[src/rtl/button_event_scheduler.sv]
// button_event_scheduler
//  Front end for all push-buttons. Each raw input is synchronised, debounced and
//  rising-edge detected, which gives one event per press. Pending presses are then
//  scheduled round-robin onto a single valid/ready event stream.
//  Optional feature: `define HOLD_REPEAT_EN adds auto-repeat while a button is held.
//  Without it, no repeat logic is built and a held button gives exactly one event.
// Ports
//  clk        system clock, posedge
//  rst_n      asynchronous active-low reset
//  btn_raw    raw asynchronous button levels, 1 = pushed
//  evt_valid  event available (registered)
//  evt_ready  consumer accepts the event when evt_valid && evt_ready
//  evt_idx    index of the button that produced the event (registered)
//  pressed    debounced button levels (registered)
//  overrun    1-cycle pulse: a new edge arrived while that button was already pending
module button_event_scheduler #(
   parameter int unsigned N_BTN           = 5,
   parameter int unsigned CNT_W           = 16,
   parameter int unsigned DEBOUNCE_CYCLES = 50000,
   parameter int unsigned REPEAT_DELAY    = 25000000,
   parameter int unsigned REPEAT_PERIOD   = 5000000,
   localparam int unsigned IDX_W          = (N_BTN > 1) ? $clog2(N_BTN) : 1
) (
   input  logic             clk,
   input  logic             rst_n,
   input  logic [N_BTN-1:0] btn_raw,
   output logic             evt_valid,
   input  logic             evt_ready,
   output logic [IDX_W-1:0] evt_idx,
   output logic [N_BTN-1:0] pressed,
   output logic             overrun
);

   localparam logic [CNT_W-1:0] DB_LAST = CNT_W'(DEBOUNCE_CYCLES - 1);

   logic [N_BTN-1:0] sync1_q, sync2_q;
   logic [N_BTN-1:0] stable_q, stable_d;
   logic [CNT_W-1:0] db_cnt_q [N_BTN];
   logic [CNT_W-1:0] db_cnt_d [N_BTN];
   logic [N_BTN-1:0] pending_q, pending_d;
   logic [IDX_W-1:0] last_grant_q, last_grant_d;
   logic             evt_valid_q, evt_valid_d;
   logic [IDX_W-1:0] evt_idx_q, evt_idx_d;
   logic             overrun_q, overrun_d;
   logic [N_BTN-1:0] rise;
   logic [N_BTN-1:0] rep_set;
   logic [N_BTN-1:0] pend_cleared;
   logic [IDX_W:0]   pick;

   // Round-robin search starting just above the last grant; returns {hit, idx}.
   function automatic logic [IDX_W:0] rr_pick(input logic [N_BTN-1:0] req,
                                              input logic [IDX_W-1:0] last);
      logic [IDX_W:0] res;
      int unsigned    cand;
      res = '0;
      for (int unsigned k = 1; k <= N_BTN; k++) begin
         cand = 32'(last) + k;
         if (cand >= N_BTN) cand = cand - N_BTN;
         if (!res[IDX_W] && req[IDX_W'(cand)]) res = {1'b1, IDX_W'(cand)};
      end
      return res;
   endfunction

   // Debounce: a level change is accepted after DEBOUNCE_CYCLES disagreeing cycles.
   always_comb begin
      stable_d = stable_q;
      for (int i = 0; i < int'(N_BTN); i++) begin
         db_cnt_d[i] = db_cnt_q[i];
         if (sync2_q[i] == stable_q[i]) begin
            db_cnt_d[i] = '0;
         end else if (db_cnt_q[i] == DB_LAST) begin
            stable_d[i] = sync2_q[i];
            db_cnt_d[i] = '0;
         end else if (db_cnt_q[i] != '1) begin
            db_cnt_d[i] = db_cnt_q[i] + 1'b1;
         end
      end
      rise = stable_d & ~stable_q;
   end

`ifdef HOLD_REPEAT_EN
   localparam logic [CNT_W-1:0] REP_FIRST  = CNT_W'(REPEAT_DELAY - 1);
   localparam logic [CNT_W-1:0] REP_RELOAD = CNT_W'(REPEAT_DELAY - REPEAT_PERIOD);

   logic [CNT_W-1:0] rep_cnt_q [N_BTN];
   logic [CNT_W-1:0] rep_cnt_d [N_BTN];

   // Hold timer: fires REPEAT_DELAY after the edge, then every REPEAT_PERIOD.
   always_comb begin
      rep_set = '0;
      for (int i = 0; i < int'(N_BTN); i++) begin
         rep_cnt_d[i] = rep_cnt_q[i];
         if (!stable_q[i] || rise[i]) begin
            rep_cnt_d[i] = '0;
         end else if (rep_cnt_q[i] == REP_FIRST) begin
            rep_set[i]   = 1'b1;
            rep_cnt_d[i] = REP_RELOAD;
         end else begin
            rep_cnt_d[i] = rep_cnt_q[i] + 1'b1;
         end
      end
   end

   always_ff @(posedge clk or negedge rst_n) begin
      if (!rst_n) begin
         for (int i = 0; i < int'(N_BTN); i++) rep_cnt_q[i] <= '0;
      end else begin
         for (int i = 0; i < int'(N_BTN); i++) rep_cnt_q[i] <= rep_cnt_d[i];
      end
   end
`else
   assign rep_set = '0;
   if (REPEAT_DELAY == 0 && REPEAT_PERIOD == 0) begin : g_repeat_unused
   end
`endif

   // Scheduler: output register refills on every accept or when empty.
   always_comb begin
      evt_valid_d  = evt_valid_q;
      evt_idx_d    = evt_idx_q;
      last_grant_d = last_grant_q;
      pend_cleared = pending_q;
      pick         = rr_pick(pending_q, last_grant_q);
      if (!evt_valid_q || evt_ready) begin
         if (pick[IDX_W]) begin
            evt_valid_d  = 1'b1;
            evt_idx_d    = pick[IDX_W-1:0];
            last_grant_d = pick[IDX_W-1:0];
            pend_cleared[pick[IDX_W-1:0]] = 1'b0;
         end else begin
            evt_valid_d = 1'b0;
         end
      end
      // A new edge on a bit being granted this cycle is kept, not an overrun.
      overrun_d = |(rise & pend_cleared);
      pending_d = pend_cleared | rise | rep_set;
   end

   always_ff @(posedge clk or negedge rst_n) begin
      if (!rst_n) begin
         sync1_q      <= '0;
         sync2_q      <= '0;
         stable_q     <= '0;
         pending_q    <= '0;
         last_grant_q <= IDX_W'(N_BTN - 1);
         evt_valid_q  <= 1'b0;
         evt_idx_q    <= '0;
         overrun_q    <= 1'b0;
         for (int i = 0; i < int'(N_BTN); i++) db_cnt_q[i] <= '0;
      end else begin
         sync1_q      <= btn_raw;
         sync2_q      <= sync1_q;
         stable_q     <= stable_d;
         pending_q    <= pending_d;
         last_grant_q <= last_grant_d;
         evt_valid_q  <= evt_valid_d;
         evt_idx_q    <= evt_idx_d;
         overrun_q    <= overrun_d;
         for (int i = 0; i < int'(N_BTN); i++) db_cnt_q[i] <= db_cnt_d[i];
      end
   end

   assign evt_valid = evt_valid_q;
   assign evt_idx   = evt_idx_q;
   assign pressed   = stable_q;
   assign overrun   = overrun_q;

endmodule

[config.mk]
export PLATFORM = sky130hd
export DESIGN_NAME = button_event_scheduler
export DESIGN_NICKNAME = d
export VERILOG_FILES = /design/src/rtl/button_event_scheduler.sv
export SDC_FILE = /design/constraint.sdc
export NUM_CORES = 1
export LEC_CHECK = 0
export BUFFER_PORTS_ARGS = -buffer_cell sky130_fd_sc_hd__buf_4
export CORE_MARGIN = 4
export CORE_UTILIZATION = 55
export DETAILED_ROUTE_END_ITERATION = 8
export GPL_TIMING_DRIVEN = 0
export PLACE_DENSITY_LB_ADDON = 0.25
export SYNTH_ARGS = -nofsm -noshare
export SYNTH_HDL_FRONTEND = slang
export SYNTH_SLANG_ARGS = --single-unit
export TNS_END_PERCENT = 5
[constraint.sdc]
create_clock -name clk -period 4.4 [get_ports clk]
set_clock_uncertainty 0.15 [all_clocks]
set_input_delay 0.66 -clock clk [delete_from_list [all_inputs] [get_ports clk]]
set_output_delay 0.66 -clock clk [all_outputs]
set_load 0.03 [all_outputs]
==> results by group, run 1 <==
Status
  – Outcome: finished clean

GRT
  – Overflow after GRT: 0
  – Vias in the first global route: 5052
  – Initial antenna violation count: 0
  – Total track usage: 0.223
  – Global-route wire length before repair: 24000 um
  – Largest net degree at the start of global routing: 107

Cells and area
  – # diodes: 0
  – Final nets: 737
  – Area growth from synthesis to layout: 11.0%
  – # fillers: 899
  – Most common cell after layout, fill and taps aside: dfrtp_1
  – Share of layout cells above drive strength 1: 0.118
  – Post-Layout Cell Count: 858
  – Area of the multi-input gates: 3510 um2
  – Most frequent cells in the layout: 104 x dfrtp_1, 101 x nor2_1, 54 x nand2_1, 47 x xor2_1, 44 x nand3_1
  – FF+latch area: 2660 um2

Power and ir drop
  – Clk pwr share: 0.213
  – Worst ir drop on vdd: 326 uV
  – Leak Pwr: 0.00298 uW
  – Seq pwr share: 0.296
  – Gate power share: 0.491
  – Pwr Density: 535 nW/um2
  – Total power: 3750 uW
  – Int Power: 2250 uW
  – Switching Share: 0.399
  – Switch Pwr: 1490 uW

Worst setup path
  – Data arrival, critical path: 4.31 ns
  – WP data required: 4.46 ns
  – Kind of critical path: reg2reg
  – Nature of the critical path startpoint: register
  – Largest fanout on the critical path: 10
  – Worst Setup End Kind: register

Clock tree
  – CTS tree: built
  – Maximum root-to-sink buffer count: 2
  – TritonCTS Buffers: 9
  – # clock sinks: 106
  – Clk slew on worst S/H paths: 0.07 ns
  – CTS HTree Levels: 3
  – Clk root buf: clkbuf_16
  – Cts hold-fix bufs: 0
  – Worst-Skew Late Latency: 0.35 ns

Flow run
  – Max Cap Violations: 0

Synth
  – Synthesis Warnings: 0
  – EDFF count, synth: 0
  – Seq/Total Area, Yosys: 0.421
  – Async set-reset flop share out of synthesis: 1.00
  – Cells after Synth: 683
  – Yosys top cell area share: 0.417
  – Most used DFF post-synth: dfrtp_1
  – Yosys reg bits: 106
  – Syn Nets: 706
  – Post-synth cell types: 79
  – Area contributors post-synth: dfrtp_1 42%, xor2_1 6.5%, nor2_1 6.1%, nand3_1 3.5%, nand2_1 3.2%
  – Syn_area_per_cell: 9.23 um2
  – Mapped Area: 6300 um2
  – Post-synthesis cell type with the largest combined area: dfrtp_1

Drt
  – Vias: 5207
  – Drt via density: 6.07
  – DRT Pass-1 Iters: 5
  – Final wirelength: 13800 um
  – DR WL/cell: 16.1 um
  – Antenna-violating nets left: 0
  – Remaining routing DRC violations: 0
  – Initial DRC count: 319

STA
  – Worst hold slack: 0.198 ns
  – Final number of max-transition violations: 0
  – Fmax: 235 MHz
  – Slew headroom: 0.362
  – Endpoints failing setup: 0
  – Worst-Margin Slew: 0.957 ns
  – Final period utilization: 0.967
  – Final Hold Violating Endpoints: 0
  – Final WS setup: 0.145 ns
  – Final Critical Period: 4.25 ns

Die
  – Die height: 115 um
  – Core area: 11000 um2
  – Starting Density: 0.571
  – Die area: 13200 um2
  – Row cnt: 38
  – Die X: 115 um
  – I/O pin total: 18

Worst hold path
  – Hold crit path type: reg2reg

Place
  – Placed Cells: 840
  – Place WS: -0.302 ns
  – Hpwl dp: 9730 um
  – Port buffer count: 17
  – Gpl congestion: 0.904
-- critical path, stage by stage (launching register included) --
cell	delay, ns
dfrtp_2	0.48
buf_4	0.20
buf_8	0.14
clkbuf_4	0.21
inv_4	0.14
ha_1	0.15
inv_1	0.05
fa_2	0.40
a21oi_4	0.20
mux2_2	0.39
a21boi_1	0.20
or2b_2	0.37
nor4_4	0.21
a21boi_1	0.14
or2_1	0.25
o2111ai_1	0.25
o2111ai_2	0.18
-- synth_stat cells, types with 5 or more instances --
master,n
nand4_1,17
nor3b_1,9
o21ai_0,22
a211oi_1,9
inv_1,16
nand2b_1,7
xnor2_1,17
nand3_1,44
mux2_2,6
nand2_1,54
nor2_1,102
mux2i_1,10
dfrtp_1,105
ha_1,14
clkbuf_1,8
and3_1,17
a21o_1,5
a21oi_1,18
nor4b_1,10
nor2b_1,8
or3_1,8
a221oi_1,5
a31oi_1,7
nor4_1,8
xor2_1,47
nor3_1,20
-- per-layer routing --
metal / global-route usage / routed length, um
met1: 0.308 / 6330
met5: 0 / 0
met4: 0.0884 / 352
met3: 0.0326 / 698
met2: 0.355 / 6400
-- flip-flops by register name, summed over array words and instances, names as in the netlist --
register and count:
db_cnt_q 80, evt_idx 1, evt_valid 1, last_grant_q 3
overrun 1, pending_q 5, pressed 5, sync1_q 5
sync2_q 5
-- kinds of logic (layout without fill, tap and decap cells) --
family | Yosys count | count (layout) | synth area share
AO/OA/AOI/OAI | 109 | 109 | 0.121
XOR/XNOR | 64 | 64 | 0.0889
adder cells (fa/ha/maj) | 15 | 15 | 0.0310
buffers and inverters | 36 | 71 | 0.0326
flip-flops | 106 | 106 | 0.421
multiplexers | 16 | 16 | 0.0266
AND/OR/NAND/NOR | 337 | 337 | 0.278
-- cell type report --
cell class                      instances  area share
Multi-Input combinational cell        541       0.501
Sequential cell                       106       0.380
Clock buffer                           11      0.0347
Tap cell                              140      0.0250
Timing Repair Buffer                   20      0.0220
Buffer                                 19      0.0206
Inverter                               17     0.00948
Clock inverter                          4     0.00751
-- path summary, 6_finish.rpt --
kind / slack [ns] / cells after the start / startpoint / to
worst max-delay path: 0.15 / 16 / last_grant_q[0] / overrun
worst min-delay path: 0.20 / 0 / sync1_q[2] / sync2_q[2]
worst max register to register: 0.15 / 16 / last_grant_q[0] / overrun
worst min register to register: 0.20 / 0 / sync1_q[2] / sync2_q[2]
max in group asynchronous: 3.16 / 1 / rst_n / last_grant_q[0]
min in group asynchronous: 0.22 / 1 / rst_n / db_cnt_q[65]
-- power groups by stage --
stage / clock network [uW] / registers, uW / logic [uW]
after CTS: 817 / 1110 / 1720
after global placement: 0 / 1120 / 1640
after global routing: 862 / 1110 / 2010
after detailed placement: 0 / 1120 / 1670
final: 797 / 1110 / 1840
after floorplan: 0 / 1110 / 1280
-- what timing repair did --
action	4_1_cts	5_1_grt
pin swaps	0	1
endpoints found under the hold margin	0	0
setup endpoints to repair	6	2
resized for setup	7	8
gates cloned	0	0
setup buffers	0	3
-- metrics by stage --
| step | util | setup TNS [ns] | area (um2) |
|---|---|---|---|
| floorplan | - | 0 | 6300 |
| global placement | 0.599 | -0.396 | 6610 |
| detailed placement | 0.599 | -0.356 | 6610 |
| CTS | 0.628 | 0 | 6930 |
| global route | 0.634 | -0.0333 | 7000 |
| finish | 0.634 | 0 | 7000 |
(Power assumes the default switching activity.)
==> run 2: changes to the inputs <==
Clock period 4.4 ns to 4.9 ns, I/O delays scaled along.
==> run 2 against run 1 <==
- combinational power decreased by 16%
- core utilization decreased by 0.64 points
- non-clock buffer count decreased by 3
- first-iteration DRC count decreased by 11%
- largest cell class unchanged
- highest routed layer unchanged
==> results by group, run 2 (synthesized netlist as in run 1, its figures left out) <==
Status
  – Outcome: finished clean (unchanged)

Worst setup path
  – Crit Reg-Reg Startpoint: last_grant_q[0] (unchanged)
  – CP max stage delay: 0.50 ns (was 0.48 ns)
  – WP data required: 4.94 ns (was 4.46 ns)
  – Kind of critical path: reg2reg (unchanged)
  – Worst Setup End Kind: register (unchanged)
  – Data arrival, critical path: 4.71 ns (was 4.31 ns)
  – Crit. Startpoint: last_grant_q[0] (unchanged)
  – Reg2reg end: overrun (unchanged)
  – Worst-path cell chain: buf_4 -> buf_8 -> buf_2 -> clkinvlp_4 -> ha_1 -> inv_1 -> fa_1 -> a21oi_4 -> mux2_2 -> a21boi_1 -> or2b_2 -> nor4_2 -> a21boi_1 -> nand4bb_2 -> a32oi_1 -> o2111ai_1 (was buf_4 -> buf_8 -> clkbuf_4 -> inv_4 -> ha_1 -> inv_1 -> fa_2 -> a21oi_4 -> mux2_2 -> a21boi_1 -> or2b_2 -> nor4_4 -> a21boi_1 -> or2_1 -> o2111ai_1 -> o2111ai_2)
  – Most frequent CP cell: a21boi_1 (unchanged)
  – Crit path to: overrun (unchanged)
  – Largest fanout on the critical path: 10 (unchanged)
  – Worst reg2reg setup slack: 0.23 ns (was 0.15 ns)
  – Slowest stage cell, crit path: dfrtp_1 (was dfrtp_2)
  – Nature of the critical path startpoint: register (unchanged)
  – R2r worst-path depth: 16 (unchanged)

Clock tree
  – Worst-Skew Late Latency: 0.35 ns (about the same)
  – Cts hold-fix bufs: 0 (unchanged)
  – CTS tree: built (unchanged)
  – # clock sinks: 106 (unchanged)
  – TritonCTS Buffers: 9 (unchanged)
  – Clk slew on worst S/H paths: 0.07 ns (about the same)
  – Maximum root-to-sink buffer count: 2 (unchanged)
  – Clk root buf: clkbuf_16 (unchanged)
  – CTS HTree Levels: 3 (unchanged)

STA
  – Total negative slack: 0 ns (unchanged)
  – Worst hold slack: 0.198 ns (about the same)
  – Final Critical Period: 4.67 ns (was 4.25 ns)
  – Fmax: 214 MHz (was 235 MHz)
  – Slew headroom: 0.383 (was 0.362)
  – Endpoints failing setup: 0 (unchanged)
  – Final Hold Violating Endpoints: 0 (unchanged)
  – Worst-Margin Slew: 0.925 ns (was 0.957 ns)
  – Final number of max-transition violations: 0 (unchanged)
  – Final period utilization: 0.953 (was 0.967)
  – Final WS setup: 0.229 ns (was 0.145 ns)

Power and ir drop
  – Gate power share: 0.476 (was 0.491)
  – Switching Share: 0.399 (about the same)
  – Seq pwr share: 0.305 (was 0.296)
  – Pwr Density: 471 nW/um2 (was 535 nW/um2)
  – Clk pwr share: 0.219 (was 0.213)
  – Worst ir drop on vdd: 280 uV (was 326 uV)
  – Leak Pwr: 0.00295 uW (was 0.00298 uW)
  – Switch Pwr: 1300 uW (was 1490 uW)
  – Int Power: 1960 uW (was 2250 uW)

Die
  – I/O pin total: 18 (unchanged)
  – Starting Density: 0.571 (unchanged)
  – Die X: 115 um (unchanged)
  – Die height: 115 um (unchanged)
  – Die area: 13200 um2 (unchanged)
  – Core area: 11000 um2 (unchanged)
  – Row cnt: 38 (unchanged)

Cells and area
  – # diodes: 0 (unchanged)
  – Largest reg by FF count: db_cnt_q (unchanged)
  – Final nets: 734 (was 737)
  – Utilization after layout: 0.628 (was 0.634)
  – Max reg flops: 80 (unchanged)
  – Most common cell after layout, fill and taps aside: dfrtp_1 (unchanged)
  – Share of layout cells above drive strength 1: 0.105 (was 0.118)
  – Most frequent cells in the layout: 105 x dfrtp_1, 102 x nor2_1, 54 x nand2_1, 47 x xor2_1, 44 x nand3_1 (was 104 x dfrtp_1, 101 x nor2_1, 54 x nand2_1, 47 x xor2_1, 44 x nand3_1)
  – Post-Layout Cell Count: 855 (was 858)
  – Area growth from synthesis to layout: 9.86% (was 11.0%)

GRT
  – Total track usage: 0.222 (was 0.223)
  – Largest net degree at the start of global routing: 107 (unchanged)
  – Initial antenna violation count: 0 (unchanged)
  – Vias in the first global route: 5032 (was 5052)
  – Global-route wire length before repair: 23900 um (was 24000 um)
  – Overflow after GRT: 0 (unchanged)

Drt
  – DR WL/cell: 16.0 um (was 16.1 um)
  – DRT Pass-1 Iters: 5 (unchanged)
  – Final wirelength: 13700 um (was 13800 um)
  – Antenna-violating nets left: 0 (unchanged)
  – Remaining routing DRC violations: 0 (unchanged)
  – Vias: 5189 (was 5207)
  – Initial DRC count: 285 (was 319)
  – Drt via density: 6.07 (about the same)

Place
  – Placed Cells: 840 (unchanged)
  – Port buffer count: 17 (unchanged)
  – Hpwl dp: 9730 um (unchanged)
  – Place WS: 0.198 ns (was -0.302 ns)
  – Gpl congestion: 0.904 (unchanged)

Flow run
  – Max Cap Violations: 0 (unchanged)

Worst hold path
  – Hold crit path type: reg2reg (unchanged)
-- run 2: changes by cell type in the layout (fill, tap and decap cells not counted), sizes merged --
cell      change
clkbuf        -1
buf           -2
clkinvlp      +1
inv           -1
-- run 2: worst min path at each step --
stage | start | to | cells past startpoint
floorplan | sync1_q[0] | sync2_q[0] | 0
global placement | sync1_q[1] | sync2_q[1] | 0
detailed placement | sync1_q[2] | sync2_q[2] | 0
CTS | sync1_q[2] | sync2_q[2] | 0
global route | sync1_q[2] | sync2_q[2] | 0
finish | sync1_q[2] | sync2_q[2] | 0
-- run 2: worst max-delay path: cells and delay by family (launching register included) --
kind / cells / cell delay, ns
compound gates: 5 / 0.98
simple gates: 3 / 1.00
flops: 1 / 0.50
mux: 1 / 0.39
fa+ha+maj: 2 / 0.66
buf+inv: 5 / 0.82
-- run 2: layout make-up --
cell class,instances,area [um2]
fill,910,4110
tap,140,175
clock inverter,4,52.6
buffer,19,141
timing repair buffer,17,131
inverter,17,67.6
clock buffer,11,243
multi-input combinational,541,3460
sequential,106,2650
-- run 2: power by group through the flow --
stage	clock network, uW	registers [uW]	logic (uW)
after floorplan	0	994	1150
after global placement	0	1010	1470
after detailed placement	0	1010	1500
after CTS	734	992	1510
after global routing	774	998	1700
final	714	995	1550
-- run 2: what timing repair did --
action | in CTS | in global routing
setup endpoints to repair | 0 | 1
gates resized for setup | 0 | 4
buffers inserted | 0 | 0
-- run 2: stage by stage --
stage	total power, uW	cell area [um2]
after floorplan	2150	6300
after global placement	2480	6610
after detailed placement	2510	6610
after CTS	3230	6900
after global routing	3470	6930
final	3260	6930
-- run 2: routing by layer --
| layer | share of wire | vias to the layer above | global-route usage |
|---|---|---|---|
| li1 | - | 2500 | - |
| met1 | 0.46 | 2519 | 0.309 |
| met2 | 0.46 | 142 | 0.353 |
| met3 | 0.055 | 28 | 0.0300 |
| met4 | 0.024 | 0 | 0.0876 |
| met5 | 0 | - | 0 |
==> run 3: changes to the inputs <==
Settings changed: CORE_UTILIZATION 55 to 31, CTS_BUF_LIST from default to sky130_fd_sc_hd__clkbuf_4 sky130_fd_sc_hd__clkbuf_8.
==> run 3 against run 2 <==
- worst hold slack lost 0.17 ns
- sequential share of layout area shrank 0.83 points
- global-route usage shrank 9.1 points
- non-clock buffer count grew 3
- final cell count grew 15%
- combinational power is essentially flat
- critical path depth is the same
- final area grew 2.2%
- fmax grew 1.2%
- critical endpoint unchanged
- largest power group unchanged
==> results by group, run 3 (synthesized netlist as in run 1, its figures left out) <==
Cells and area
  – FF+latch area: 2650 um2 (unchanged)
  – # diodes: 0 (unchanged)
  – Most common cell after layout, fill and taps aside: dfrtp_1 (unchanged)
  – Area growth from synthesis to layout: 12.3% (was 9.86%)
  – Most frequent cells in the layout: 105 x dfrtp_1, 102 x nor2_1, 54 x nand2_1, 47 x xor2_1, 44 x nand3_1 (unchanged)
  – Largest reg by FF count: db_cnt_q (unchanged)
  – Cell area after layout: 7080 um2 (was 6930 um2)
  – # fillers: 2034 (was 910)
  – Max reg flops: 80 (unchanged)
  – Area of the multi-input gates: 3470 um2 (was 3460 um2)
  – Final nets: 737 (was 734)
  – Share of layout cells above drive strength 1: 0.110 (was 0.105)

Drt
  – Vias: 5056 (was 5189)
  – Antenna-violating nets left: 0 (unchanged)
  – Final wirelength: 14300 um (was 13700 um)
  – DR WL/cell: 14.5 um (was 16.0 um)
  – Drt via density: 5.14 (was 6.07)
  – Remaining routing DRC violations: 0 (unchanged)
  – Initial DRC count: 370 (was 285)
  – DRT Pass-1 Iters: 5 (unchanged)

STA
  – Worst hold slack: 0.0240 ns (was 0.198 ns)
  – Final Critical Period: 4.61 ns (was 4.67 ns)
  – Final number of max-transition violations: 0 (unchanged)
  – Total negative slack: 0 ns (unchanged)
  – Worst-Margin Slew: 0.731 ns (was 0.925 ns)
  – Fmax: 217 MHz (was 214 MHz)
  – Final period utilization: 0.942 (was 0.953)
  – Final Hold Violating Endpoints: 0 (unchanged)
  – Endpoints failing setup: 0 (unchanged)
  – Slew headroom: 0.508 (was 0.383)
  – Unrepaired setup endpoints after global routing: no

Power and ir drop
  – Seq pwr share: 0.307 (was 0.305)
  – Leak Pwr: 0.00296 uW (was 0.00295 uW)
  – Gate power share: 0.491 (was 0.476)
  – Int Power: 1920 uW (was 1960 uW)
  – Switch Pwr: 1310 uW (was 1300 uW)
  – Clk pwr share: 0.203 (was 0.219)
  – Pwr Density: 456 nW/um2 (was 471 nW/um2)
  – Switching Share: 0.404 (was 0.399)
  – Worst ir drop on vdd: 193 uV (was 280 uV)

Worst setup path
  – Largest fanout on the critical path: 10 (unchanged)
  – Data arrival, critical path: 4.66 ns (was 4.71 ns)
  – CP max stage delay: 0.50 ns (about the same)
  – Nature of the critical path startpoint: register (unchanged)
  – Worst-path cell chain: buf_4 -> buf_8 -> buf_2 -> clkinvlp_4 -> ha_1 -> inv_1 -> fa_1 -> a21oi_4 -> mux2_2 -> a21boi_1 -> or2b_2 -> nor4_4 -> a21boi_1 -> or2_1 -> o2111ai_1 -> o2111ai_1 (was buf_4 -> buf_8 -> buf_2 -> clkinvlp_4 -> ha_1 -> inv_1 -> fa_1 -> a21oi_4 -> mux2_2 -> a21boi_1 -> or2b_2 -> nor4_2 -> a21boi_1 -> nand4bb_2 -> a32oi_1 -> o2111ai_1)
  – Worst Path Buf+Inv: 5 (unchanged)
  – WP data required: 4.95 ns (was 4.94 ns)
  – Top Family by Delay on Critical Path: compound AO/OA/AOI/OAI gates (was simple AND/OR/NAND/NOR gates)
  – Kind of critical path: reg2reg (unchanged)
  – Slowest stage cell, crit path: dfrtp_1 (unchanged)
  – Worst Setup End Kind: register (unchanged)

GRT
  – Vias in the first global route: 4812 (was 5032)
  – Global-route wire length before repair: 24300 um (was 23900 um)
  – Largest net degree at the start of global routing: 107 (unchanged)
  – Initial antenna violation count: 0 (unchanged)
  – Overflow after GRT: 0 (unchanged)
  – Total track usage: 0.131 (was 0.222)

Clock tree
  – CTS tree: built (unchanged)
  – Clk slew on worst S/H paths: 0.10 ns (was 0.07 ns)
  – Maximum root-to-sink buffer count: 2 (unchanged)
  – TritonCTS Buffers: 9 (unchanged)
  – Worst-Skew Late Latency: 0.38 ns (was 0.35 ns)
  – Cts hold-fix bufs: 0 (unchanged)
  – CTS HTree Levels: 3 (unchanged)
  – Clk root buf: clkbuf_8 (was clkbuf_16)
  – # clock sinks: 106 (unchanged)

Worst hold path
  – Hold crit path type: in2async (was reg2reg)

Die
  – Core area: 19700 um2 (was 11000 um2)
  – Row cnt: 51 (was 38)
  – Starting Density: 0.320 (was 0.571)
  – Die height: 151 um (was 115 um)
  – Die area: 22700 um2 (was 13200 um2)
  – Die X: 151 um (was 115 um)
  – I/O pin total: 18 (unchanged)

Place
  – Placed cell area: 6760 um2 (was 6610 um2)
  – Port buffer count: 17 (unchanged)
  – Hpwl dp: 10100 um (was 9730 um)
  – Gpl congestion: 0.866 (was 0.904)

Flow run
  – Max Cap Violations: 0 (unchanged)

Status
  – Outcome: finished clean (unchanged)
==> run 3: changes by cell type in the layout (fill, tap and decap cells not counted), moves of 2 or more <==
cell / delta
bufinv_16: +2
buf_4: +2
clkinvlp_4: -2
clkbuf_8: +9
clkbuf_16: -9
==> run 3: repair_timing <==
action | in CTS | in global routing
endpoints found under the setup margin | 0 | 1
setup buffers | 0 | 2
resized for setup | 0 | 6
==> run 3: path summary, 6_finish.rpt <==
path / endpoint / from / cells past startpoint / slack [ns]
setup / recovery: overrun / last_grant_q[0] / 16 / 0.29
hold / removal: db_cnt_q[55] / rst_n / 1 / 0.02
setup reg to reg: overrun / last_grant_q[0] / 16 / 0.29
hold reg to reg: sync2_q[1] / sync1_q[1] / 0 / 0.21
max in group asynchronous: last_grant_q[2] / rst_n / 2 / 3.87
min in group clk: sync2_q[1] / sync1_q[1] / 0 / 0.21
==> run 3: through the flow <==
stage                     cells  worst slack (ns)  total power (uW)   util
after global routing        983            0.0313              3470  0.359
after global placement      965            0.0519              2530  0.343
after floorplan             683             0.990              2150      -
after detailed placement    965             0.140              2520  0.343
after CTS                   980             0.108              3200  0.355
final                       983             0.286              3230  0.359
==> run 3: cell type report <==
cell class	count	share of cell area
multi-input combinational	541	0.490
clock buffer	10	0.0194
timing repair buffer	20	0.0246
buffer	19	0.0200
tap	265	0.0468
clock inverter	5	0.0145
sequential	106	0.375
inverter	17	0.00954
==> run 3: power groups by stage <==
stage,combinational (uW),sequential (uW),clock (uW)
floorplan,1150,994,0
global placement,1530,1010,0
detailed placement,1510,1010,0
CTS,1520,991,685
global route,1760,999,713
finish,1580,990,654
==> run 3: routing by layer <==
layer,vias up,routed length [um],GRT usage,share of wire
li1,2502,-,-,-
met4,0,310,0.0580,0.022
met3,19,376,0.0193,0.026
met2,74,6510,0.200,0.46
met1,2461,7080,0.185,0.50
met5,-,0,0,0
==> run 3: worst register-to-register path, delay by kind of cell (launching register included) <==
kind,cells,cell delay (ns)
fa+ha+maj,2,0.63
compound gates,5,1.05
mux,1,0.39
buf+inv,5,0.78
flops,1,0.50
simple gates,3,0.94
